**src/rtl/queue_wr_arbiter_pkg.sv**
```systemverilog
// Shared types and defaults for the FIFO write-port arbiter.
package queue_wr_arbiter_pkg;

   typedef enum logic {
      IDLE  = 1'b0,
      BURST = 1'b1
   } state_e;

   localparam int N_REQ_DEF     = 4;
   localparam int DATA_W_DEF    = 8;
   localparam int MAX_BURST_DEF = 4;

   // A single producer still needs a one-bit pointer.
   function automatic int ptr_w(input int n);
      return (n > 1) ? $clog2(n) : 1;
   endfunction

endpackage

```
**src/rtl/queue_wr_arbiter_if.sv**
```systemverilog
// Producer/FIFO-side bundle of the write-port arbiter; slave is the arbiter view.
interface queue_wr_arbiter_if
   import queue_wr_arbiter_pkg::*;
#(
   parameter int N_REQ  = N_REQ_DEF,
   parameter int DATA_W = DATA_W_DEF
);
   logic [N_REQ-1:0]        req;
   logic [N_REQ*DATA_W-1:0] data_in;
   logic                    fifo_full;
   logic [N_REQ-1:0]        ack;
   logic [N_REQ-1:0]        grant;
   logic                    fifo_wr_en;
   logic [DATA_W-1:0]       fifo_din;
   logic                    busy;

   modport master (
      output req, data_in, fifo_full,
      input  ack, grant, fifo_wr_en, fifo_din, busy
   );

   modport slave (
      input  req, data_in, fifo_full,
      output ack, grant, fifo_wr_en, fifo_din, busy
   );
endinterface

```
**src/rtl/queue_wr_arbiter_rr_pick.sv**
```systemverilog
// Rotating-priority search: first set req bit at or after start_i, modulo N_REQ.
// Purely combinational; no backpressure.
module rr_pick #(
   parameter int N_REQ = 4,
   parameter int PTR_W = 2
) (
   input  logic [N_REQ-1:0] req_i,
   input  logic [PTR_W-1:0] start_i,
   output logic [N_REQ-1:0] win_o,
   output logic             vld_o
);
   logic [PTR_W-1:0] idx;
   logic             found;

   always_comb begin
      win_o = '0;
      found = 1'b0;
      idx   = '0;
      for (int k = 0; k < N_REQ; k++) begin
         idx = PTR_W'((int'(start_i) + k) % N_REQ);
         if (!found && req_i[idx]) begin
            win_o[idx] = 1'b1;
            found      = 1'b1;
         end
      end
   end

   assign vld_o = found;
endmodule

```
**src/rtl/queue_wr_arbiter.sv**
```systemverilog
// Round-robin burst arbiter for one FIFO write port; ack/write are zero-latency.
// fifo_full stalls the owner's burst without ending it; grant moves only at burst end.
module queue_wr_arbiter
   import queue_wr_arbiter_pkg::*;
#(
   parameter int N_REQ     = N_REQ_DEF,
   parameter int DATA_W    = DATA_W_DEF,
   parameter int MAX_BURST = MAX_BURST_DEF
) (
   input  logic               clk,
   input  logic               rst,
   queue_wr_arbiter_if.slave  bus
);
   localparam int PTR_W = ptr_w(N_REQ);
   localparam int CNT_W = $clog2(MAX_BURST + 1);

   state_e             state_q, state_d;
   logic [N_REQ-1:0]   grant_q, grant_d;
   logic [CNT_W-1:0]   beat_cnt_q, beat_cnt_d;
   logic [PTR_W-1:0]   rr_ptr_q, rr_ptr_d;

   logic [PTR_W-1:0]   owner, owner_nxt, pick_start;
   logic [N_REQ-1:0]   ack, pick_win;
   logic               pick_vld, last_beat, burst_end;
   logic [DATA_W-1:0]  din;

   always_comb begin
      owner = '0;
      for (int i = 0; i < N_REQ; i++)
         if (grant_q[i]) owner = PTR_W'(i);
   end

   assign owner_nxt  = (owner == PTR_W'(N_REQ - 1)) ? '0 : owner + PTR_W'(1);
   assign ack        = grant_q & bus.req & {N_REQ{~bus.fifo_full}};
   assign last_beat  = (beat_cnt_q == CNT_W'(MAX_BURST - 1));
   assign burst_end  = (state_q == BURST) &&
                       (!bus.req[owner] || (ack[owner] && last_beat));
   // Searching from owner+1 makes the current owner the last candidate.
   assign pick_start = (state_q == BURST) ? owner_nxt : rr_ptr_q;

   rr_pick #(
      .N_REQ (N_REQ),
      .PTR_W (PTR_W)
   ) u_pick (
      .req_i   (bus.req),
      .start_i (pick_start),
      .win_o   (pick_win),
      .vld_o   (pick_vld)
   );

   always_comb begin
      din = '0;
      for (int i = 0; i < N_REQ; i++)
         if (ack[i]) din = bus.data_in[i*DATA_W +: DATA_W];
   end

   always_comb begin
      state_d    = state_q;
      grant_d    = grant_q;
      beat_cnt_d = beat_cnt_q;
      rr_ptr_d   = rr_ptr_q;
      case (state_q)
         IDLE: begin
            if (pick_vld) begin
               state_d    = BURST;
               grant_d    = pick_win;
               beat_cnt_d = '0;
            end
         end
         BURST: begin
            if (burst_end) begin
               rr_ptr_d   = owner_nxt;
               beat_cnt_d = '0;
               if (pick_vld) begin
                  grant_d = pick_win;
               end else begin
                  state_d = IDLE;
                  grant_d = '0;
               end
            end else if (ack[owner]) begin
               beat_cnt_d = beat_cnt_q + CNT_W'(1);
            end
         end
      endcase
   end

   always_ff @(posedge clk or posedge rst) begin
      if (rst) begin
         state_q    <= IDLE;
         grant_q    <= '0;
         beat_cnt_q <= '0;
         rr_ptr_q   <= '0;
      end else begin
         state_q    <= state_d;
         grant_q    <= grant_d;
         beat_cnt_q <= beat_cnt_d;
         rr_ptr_q   <= rr_ptr_d;
      end
   end

   assign bus.ack        = ack;
   assign bus.grant      = grant_q;
   assign bus.fifo_wr_en = |ack;
   assign bus.fifo_din   = din;
   assign bus.busy       = (state_q == BURST);
endmodule

```
**src/flat_wrapper.sv**
```systemverilog
// flat-port wrapper written by rule: the top's interface ports become plain ports
module queue_wr_arbiter_flat import queue_wr_arbiter_pkg::*;
#(
   parameter int N_REQ     = N_REQ_DEF,
   parameter int DATA_W    = DATA_W_DEF,
   parameter int MAX_BURST = MAX_BURST_DEF
)
  (clk, rst, bus_req, bus_data_in, bus_fifo_full, bus_ack, bus_grant, bus_fifo_wr_en, bus_fifo_din, bus_busy);
  queue_wr_arbiter_if #(.N_REQ(N_REQ), .DATA_W(DATA_W)) bus_i ();
  input  logic clk;
  input  logic rst;
  input wire logic [$bits(bus_i.req)-1:0] bus_req;
  input wire logic [$bits(bus_i.data_in)-1:0] bus_data_in;
  input wire logic [$bits(bus_i.fifo_full)-1:0] bus_fifo_full;
  output wire logic [$bits(bus_i.ack)-1:0] bus_ack;
  output wire logic [$bits(bus_i.grant)-1:0] bus_grant;
  output wire logic [$bits(bus_i.fifo_wr_en)-1:0] bus_fifo_wr_en;
  output wire logic [$bits(bus_i.fifo_din)-1:0] bus_fifo_din;
  output wire logic [$bits(bus_i.busy)-1:0] bus_busy;
  assign bus_i.req = bus_req;
  assign bus_i.data_in = bus_data_in;
  assign bus_i.fifo_full = bus_fifo_full;
  assign bus_ack = bus_i.ack;
  assign bus_grant = bus_i.grant;
  assign bus_fifo_wr_en = bus_i.fifo_wr_en;
  assign bus_fifo_din = bus_i.fifo_din;
  assign bus_busy = bus_i.busy;
  queue_wr_arbiter #(.N_REQ(N_REQ), .DATA_W(DATA_W), .MAX_BURST(MAX_BURST)) u_core (.clk(clk), .rst(rst), .bus(bus_i));
endmodule
```
**config.mk**
```make
export PLATFORM = sky130hd
export DESIGN_NAME = queue_wr_arbiter_flat
export DESIGN_NICKNAME = d
export VERILOG_FILES = /design/src/rtl/queue_wr_arbiter_pkg.sv /design/src/rtl/queue_wr_arbiter_if.sv /design/src/rtl/queue_wr_arbiter_rr_pick.sv /design/src/rtl/queue_wr_arbiter.sv /design/src/flat_wrapper.sv
export SDC_FILE = /design/constraint.sdc
export NUM_CORES = 1
export LEC_CHECK = 0
export CORE_ASPECT_RATIO = 0.9
export CORE_MARGIN = 3
export CORE_UTILIZATION = 45
export DETAILED_ROUTE_END_ITERATION = 6
export GPL_ROUTABILITY_DRIVEN = 0
export MAX_ROUTING_LAYER = met4
export PLACE_DENSITY_LB_ADDON = 0.25
export SETUP_SLACK_MARGIN = 0.15
export SLEW_MARGIN = 40
export SYNTH_ARGS = -nofsm -noshare
export SYNTH_HDL_FRONTEND = slang
export SYNTH_SLANG_ARGS = --single-unit
```
**constraint.sdc**
```tcl
create_clock -name clk -period 5.3 [get_ports clk]
set_input_delay 1.325 -clock clk [delete_from_list [all_inputs] [get_ports clk]]
set_output_delay 1.325 -clock clk [all_outputs]
set_load 0.03 [all_outputs]
```
==> results of run 1 <==
## where the power goes
group          internal, mW  switching [mW]
Sequential            0.105          0.0436
Clock                0.0417          0.0283
Combinational         0.310           0.394
Total                 0.458           0.466
## synth_stat cells (all sizes together) (2+ instances only)
cell type / number
o22ai: 3
or4: 2
o21ai: 9
clkbuf: 4
mux2: 3
nand3: 3
nor4: 3
nor2: 12
a311oi: 4
ha: 9
o211ai: 4
nand2: 15
nand4: 4
nand2b: 4
a221o: 4
dfrtp: 10
mux2i: 2
nor3: 7
inv: 13
nor2b: 2
a21oi: 10
a211oi: 4
mux4: 2
a22oi: 10
## timing repair
item | CTS | global route
endpoints found under the setup margin | 0 | 1
resized for setup | 0 | 1
hold buffers | 0 | 0
## worst register-to-register path, delay by kind of cell (launching register included)
kind	cells	cell delay [ns]
compound gates	4	1.21
flops	1	0.49
fa+ha+maj	1	0.38
mux	1	0.32
simple gates	1	0.11
## worst paths after layout
check	endpoint	slack, ns	cells past startpoint
worst min-delay path	u_core.beat_cnt_q[0]	0.53	1
worst max-delay path	bus_fifo_din[5]	0.44	9
worst min register to register	u_core.beat_cnt_q[0]	0.53	1
max in group asynchronous	u_core.bus.grant[2]	3.68	2
worst max register to register	u_core.bus.grant[3]	2.73	7
min in group asynchronous	u_core.bus.grant[1]	1.33	2
## per-stage QoR
step                      total power, mW  utilization [%]  instances
after floorplan                     0.632                -        156
after global placement              0.806             72.7        240
after detailed placement            0.839             72.7        240
after CTS                           0.914             74.1        244
after global routing                0.986             74.2        244
final                               0.923             74.2        244
## logic make-up after synthesis
family | share of synthesized area [%]
adder cells (fa/ha/maj) | 9.01
buffers and inverters | 5.71
multiplexers | 7.91
flip-flops | 20.0
AO/OA/AOI/OAI | 33.8
AND/OR/NAND/NOR | 23.5
## final cells by class
class / instances / area, um^2 / area share (%)
tap: 28 / 35.0 / 1.85
inverter: 13 / 48.8 / 2.58
multi-input combinational: 128 / 928 / 49.0
clock buffer: 4 / 36.3 / 1.92
sequential: 10 / 250 / 13.2
timing repair buffer: 61 / 596 / 31.4
## layer usage
metal  vias up  part of all wire, %
li1        720                    -
met1       734                   40
met2        78                   49
met3        10                  8.9
met4         0                  1.7
met5         -                    0
## sequential cells by signal (all words and copies together), names as in the netlist
register,cells
u_core.bus.busy,1
u_core.rr_ptr_q,2
u_core.beat_cnt_q,3
u_core.bus.grant,4
## cell usage in the layout, fill, tap and decap left out, drive strengths merged, types with 4 or more instances in the layout
cell type and n:
a22oi 10, a221o 4, nand2 15, a211oi 4, a311oi 4, a21oi 10
ha 9, nor3 7, inv 13, clkbuf 4, nand4 4, nand2b 4
o21ai 9, o211ai 4, dfrtp 10, buf 7, clkdlybuf4s50 53, nor2 12
==> results.toml, run 1 <==
[run_status]
status = "completed"

[worst_setup_path]
cp.buffers_inverters = 3
critPathMostFrequentCell = "clkdlybuf4s50_1"
critPathKind = "in2out"
startpoint = "bus_req[0]"
worstSetupStartpointType = "primary input"
critPathMaxStageDelay_ns = 0.70
endpoint_kind = "primary output"
path_max_fanout = 9
cp.required_ns = 3.97
crit_path_top_delay_cell = "clkdlybuf4s50_1"
crit_path_cell_trace = "clkdlybuf4s50_1, nand2_1, nor3_1, buf_4, a22oi_1, nor2_1, a21oi_1, o21ai_0, clkdlybuf4s50_1"
crit_family = "buffers and inverters"
r2r_start = "u_core.bus.grant[1]"
crit_arrival_ns = 3.53

[power_and_ir_drop]
p_leak_nw = 0.767
power_density_nw_per_um2 = 487
ir_drop_uv = 340

[drt]
drt-pass1-iter-count = 4
wl_per_cell_um = 18.4
via_count = 1542
drt_wl_total_um = 4490
ant_nets = 0
first_iter_violations = 65
drc = 0
vias_per_cell = 6.32

[min_path]
min_from = "u_core.beat_cnt_q[0]"
hold_class = "reg2reg"

[yosys]
synth_nets = 204
yosys_most_used_dff = "dfrtp_1"
syn-cell-area_um2 = 1250
yosysUniqueCellTypes = 41
synth_cells = 156
seq_area_frac_synth_pct = 20.0
synth_edf_count = 0
synth_seq_cells = 10
synth_top_area_share_pct = 20.0
syn_area_per_cell_um2 = 8.01
ys_warn_count = 0
synth_area_leaders = "dfrtp_1 (20%), ha_1 (9.0%), a22oi_1 (6.0%)"
async_reset_ff_share_pct = 100
yosys.area.top_type = "dfrtp_1"

[layout]
area_growth_pct = 51.6
design_area_um2 = 1890
final_nets = 265
fillers = 194
drive_gt1_share_pct = 13.0
diodes = 0

[timing]
final.setup.worst_slack_ns = 0.444
slew_headroom_pct = 53.1
clock-skew-final_ns = 0.00999
max_freq_mhz = 206
setup_violations = 0
fin_crit_sh_pct = 91.6
fin_hold_ws_ns = 0.531
fin_crit_ns = 4.86
hold_viol_final = 0
setup_tns_ns = 0
rsz0062_at_grt = "false"
tightest_slew_ns = 0.698
report.final.slew_viol_count = 0

[placement]
preCtsSetupSlack_ns = 0.394
dp_hpwl_um = 3620
io_buffers = 56
place_area_um2 = 1860

[cts]
cts_sinks = 10
clk_pin_slew_ns = 0.08
clock_path_buffers = 2
post_cts_buffers = 0
cts_tree = "built"
clk_latency_ns = 0.27
htreeDepth = 1
clockRootBuffer = "clkbuf_4"
cts_buffers = 3

[global_route]
busiest_layer = "met2"
grt_use_met3_pct = 7.66
overflow = 0
use_met1_pct = 31.1
grt_max_degree = 19
use_met2_pct = 46.5
antenna_found_initial = 0
grt_pass1_wl_um = 7050
first_global_vias = 1517
grt_use_total_pct = 27.3

[die]
ios = 57
die_h_um = 56
rows = 17
design.die.area_um2 = 3450
die_w_um = 61.6
start_util_pct = 49.0
core_region_area_um2 = 2550

[flow_run]
drv_cap = 0
Power figures use the tool's default switching activity.
==> run 2, diff against run 1 <==
CORE_MARGIN = 8   (was 3)
==> run 2 against run 1 <==
Clock skew fell by 0.0085 ns. Combinational power grew 0.6%. Clock power shrank 3%. Non-clock buffer count is the same. Via count down 0.65%. Critical path depth did not move. Global-route usage is 8.6 points lower. Routed wire length shrank 2.5%. Sequential power is essentially flat.
==> results.toml, run 2 (synthesized netlist as in run 1, its figures left out) <==
[run_status]
status = "completed"

[power_and_ir_drop]
p_sw_mw = 0.463
clkPwrFrac_pct = 7.4
p_int_mw = 0.460
ir_drop_uv = 220
power.total_mw = 0.924
power_density_nw_per_um2 = 485
power_frac_comb_pct = 76.7
pwr-share-seq_pct = 16.0
swShare_pct = 50.2
p_leak_nw = 0.748

[drt]
vias_per_cell = 6.23
drt-pass1-iter-count = 7
drc = 0
via_count = 1532
ant_nets = 0
first_iter_violations = 120
drt_wl_total_um = 4380
wl_per_cell_um = 17.8

[min_path]
min_from = "u_core.beat_cnt_q[0]"
hold_end = "u_core.beat_cnt_q[0]"
hold_class = "reg2reg"
holdPathStages = 1

[die]
rows = 18
ios = 57
start_util_pct = 46.3
die_w_um = 71.6
die_h_um = 66
core_region_area_um2 = 2700
design.die.area_um2 = 4720

[cts]
clock_path_buffers = 2
cts_sinks = 10
htreeDepth = 1
hold_buffers = 0
clockRootBuffer = "clkbuf_4"
cts_tree = "built"
post_cts_buffers = 0
clk_pin_slew_ns = 0.07
cts_buffers = 3
clk_latency_ns = 0.26
post_cts_resized = 0

[layout]
seq_area_um2 = 250
design_area_um2 = 1910
final_common_cell = "clkdlybuf4s50_1"
fillers = 207
stdcell_count = 246
fin_util_pct = 70.5
multi_input_area_um2 = 935
drive_gt1_share_pct = 12.5
final_nets = 265
diodes = 0
layout_common_cells = "clkdlybuf4s50_1 (56), nand2_1 (15), nor2_1 (12)"
largest_register_ffs = 4
area_growth_pct = 52.5

[timing]
hold_viol_final = 0
fin_crit_ns = 4.91
fin_hold_ws_ns = 0.485
fin_crit_sh_pct = 92.6
slew_headroom_pct = 69.5
tightest_slew_ns = 0.454
rsz0062_at_grt = "false"
max_freq_mhz = 204
setup_violations = 0
clock-skew-final_ns = 0.00147
report.final.slew_viol_count = 0
setup_tns_ns = 0
final.setup.worst_slack_ns = 0.391

[worst_setup_path]
worstSetupStartpointType = "primary input"
r2r_start = "u_core.bus.grant[3]"
reg2reg_to = "u_core.bus.grant[3]"
critPathKind = "in2out"
rr_worst_depth = 7
path_max_fanout = 9
cp.required_ns = 3.97
crit_arrival_ns = 3.58
reg2reg_setup_slack_ns = 2.71
startpoint = "bus_req[0]"
endpoint_kind = "primary output"

[placement]
post-place-cells = 242
dp_hpwl_um = 3640
place_area_um2 = 1860
io_buffers = 56
preCtsSetupSlack_ns = 0.430

[global_route]
antenna_found_initial = 0
grt_pass1_wl_um = 7060
grt_use_total_pct = 18.7
overflow = 0
grt_max_degree = 19
first_global_vias = 1507

[flow_run]
drv_cap = 0
-- run 2: layer usage --
metal	vias to the layer above	wire, um	global-route usage, %
met2	93	2050	30.9
met3	6	298	3.33
met1	713	2000	23.6
met5	-	0	-
li1	720	-	-
met4	0	28	3.31
-- run 2: layout make-up --
class / count / area share (%)
clock buffers: 4 / 1.90
inverters: 13 / 2.56
multi-input cells: 128 / 49.0
flip-flops and latches: 10 / 13.1
well taps: 30 / 1.97
repair buffers: 61 / 31.4
-- run 2: power groups by stage --
stage	registers (mW)	clock network [mW]	logic (mW)
detailed placement	0.148	0	0.695
global placement	0.144	0	0.664
finish	0.148	0.0681	0.708
CTS	0.146	0.0685	0.698
global route	0.151	0.0723	0.761
floorplan	0.157	0	0.475
-- run 2: worst max path at each step --
stage                 endpoint  slack [ns]  cells after the start
2_1_floorplan  bus_fifo_din[4]        0.84                      7
3_3_place_gp   bus_fifo_din[6]        0.48                      9
4_1_cts        bus_fifo_din[4]        0.43                      9
6_report       bus_fifo_din[1]        0.39                      9
5_1_grt        bus_fifo_din[0]        0.27                      9
3_5_place_dp   bus_fifo_din[4]        0.43                      9
-- run 2: critical path, stage by stage --
cell and delay [ns]:
clkdlybuf4s50_1 0.65, nand2_1 0.12, nor3_1 0.18, buf_4 0.18, a22oi_1 0.07, nor2_1 0.11
a21oi_1 0.05, o21ai_0 0.17, clkdlybuf4s50_1 0.72
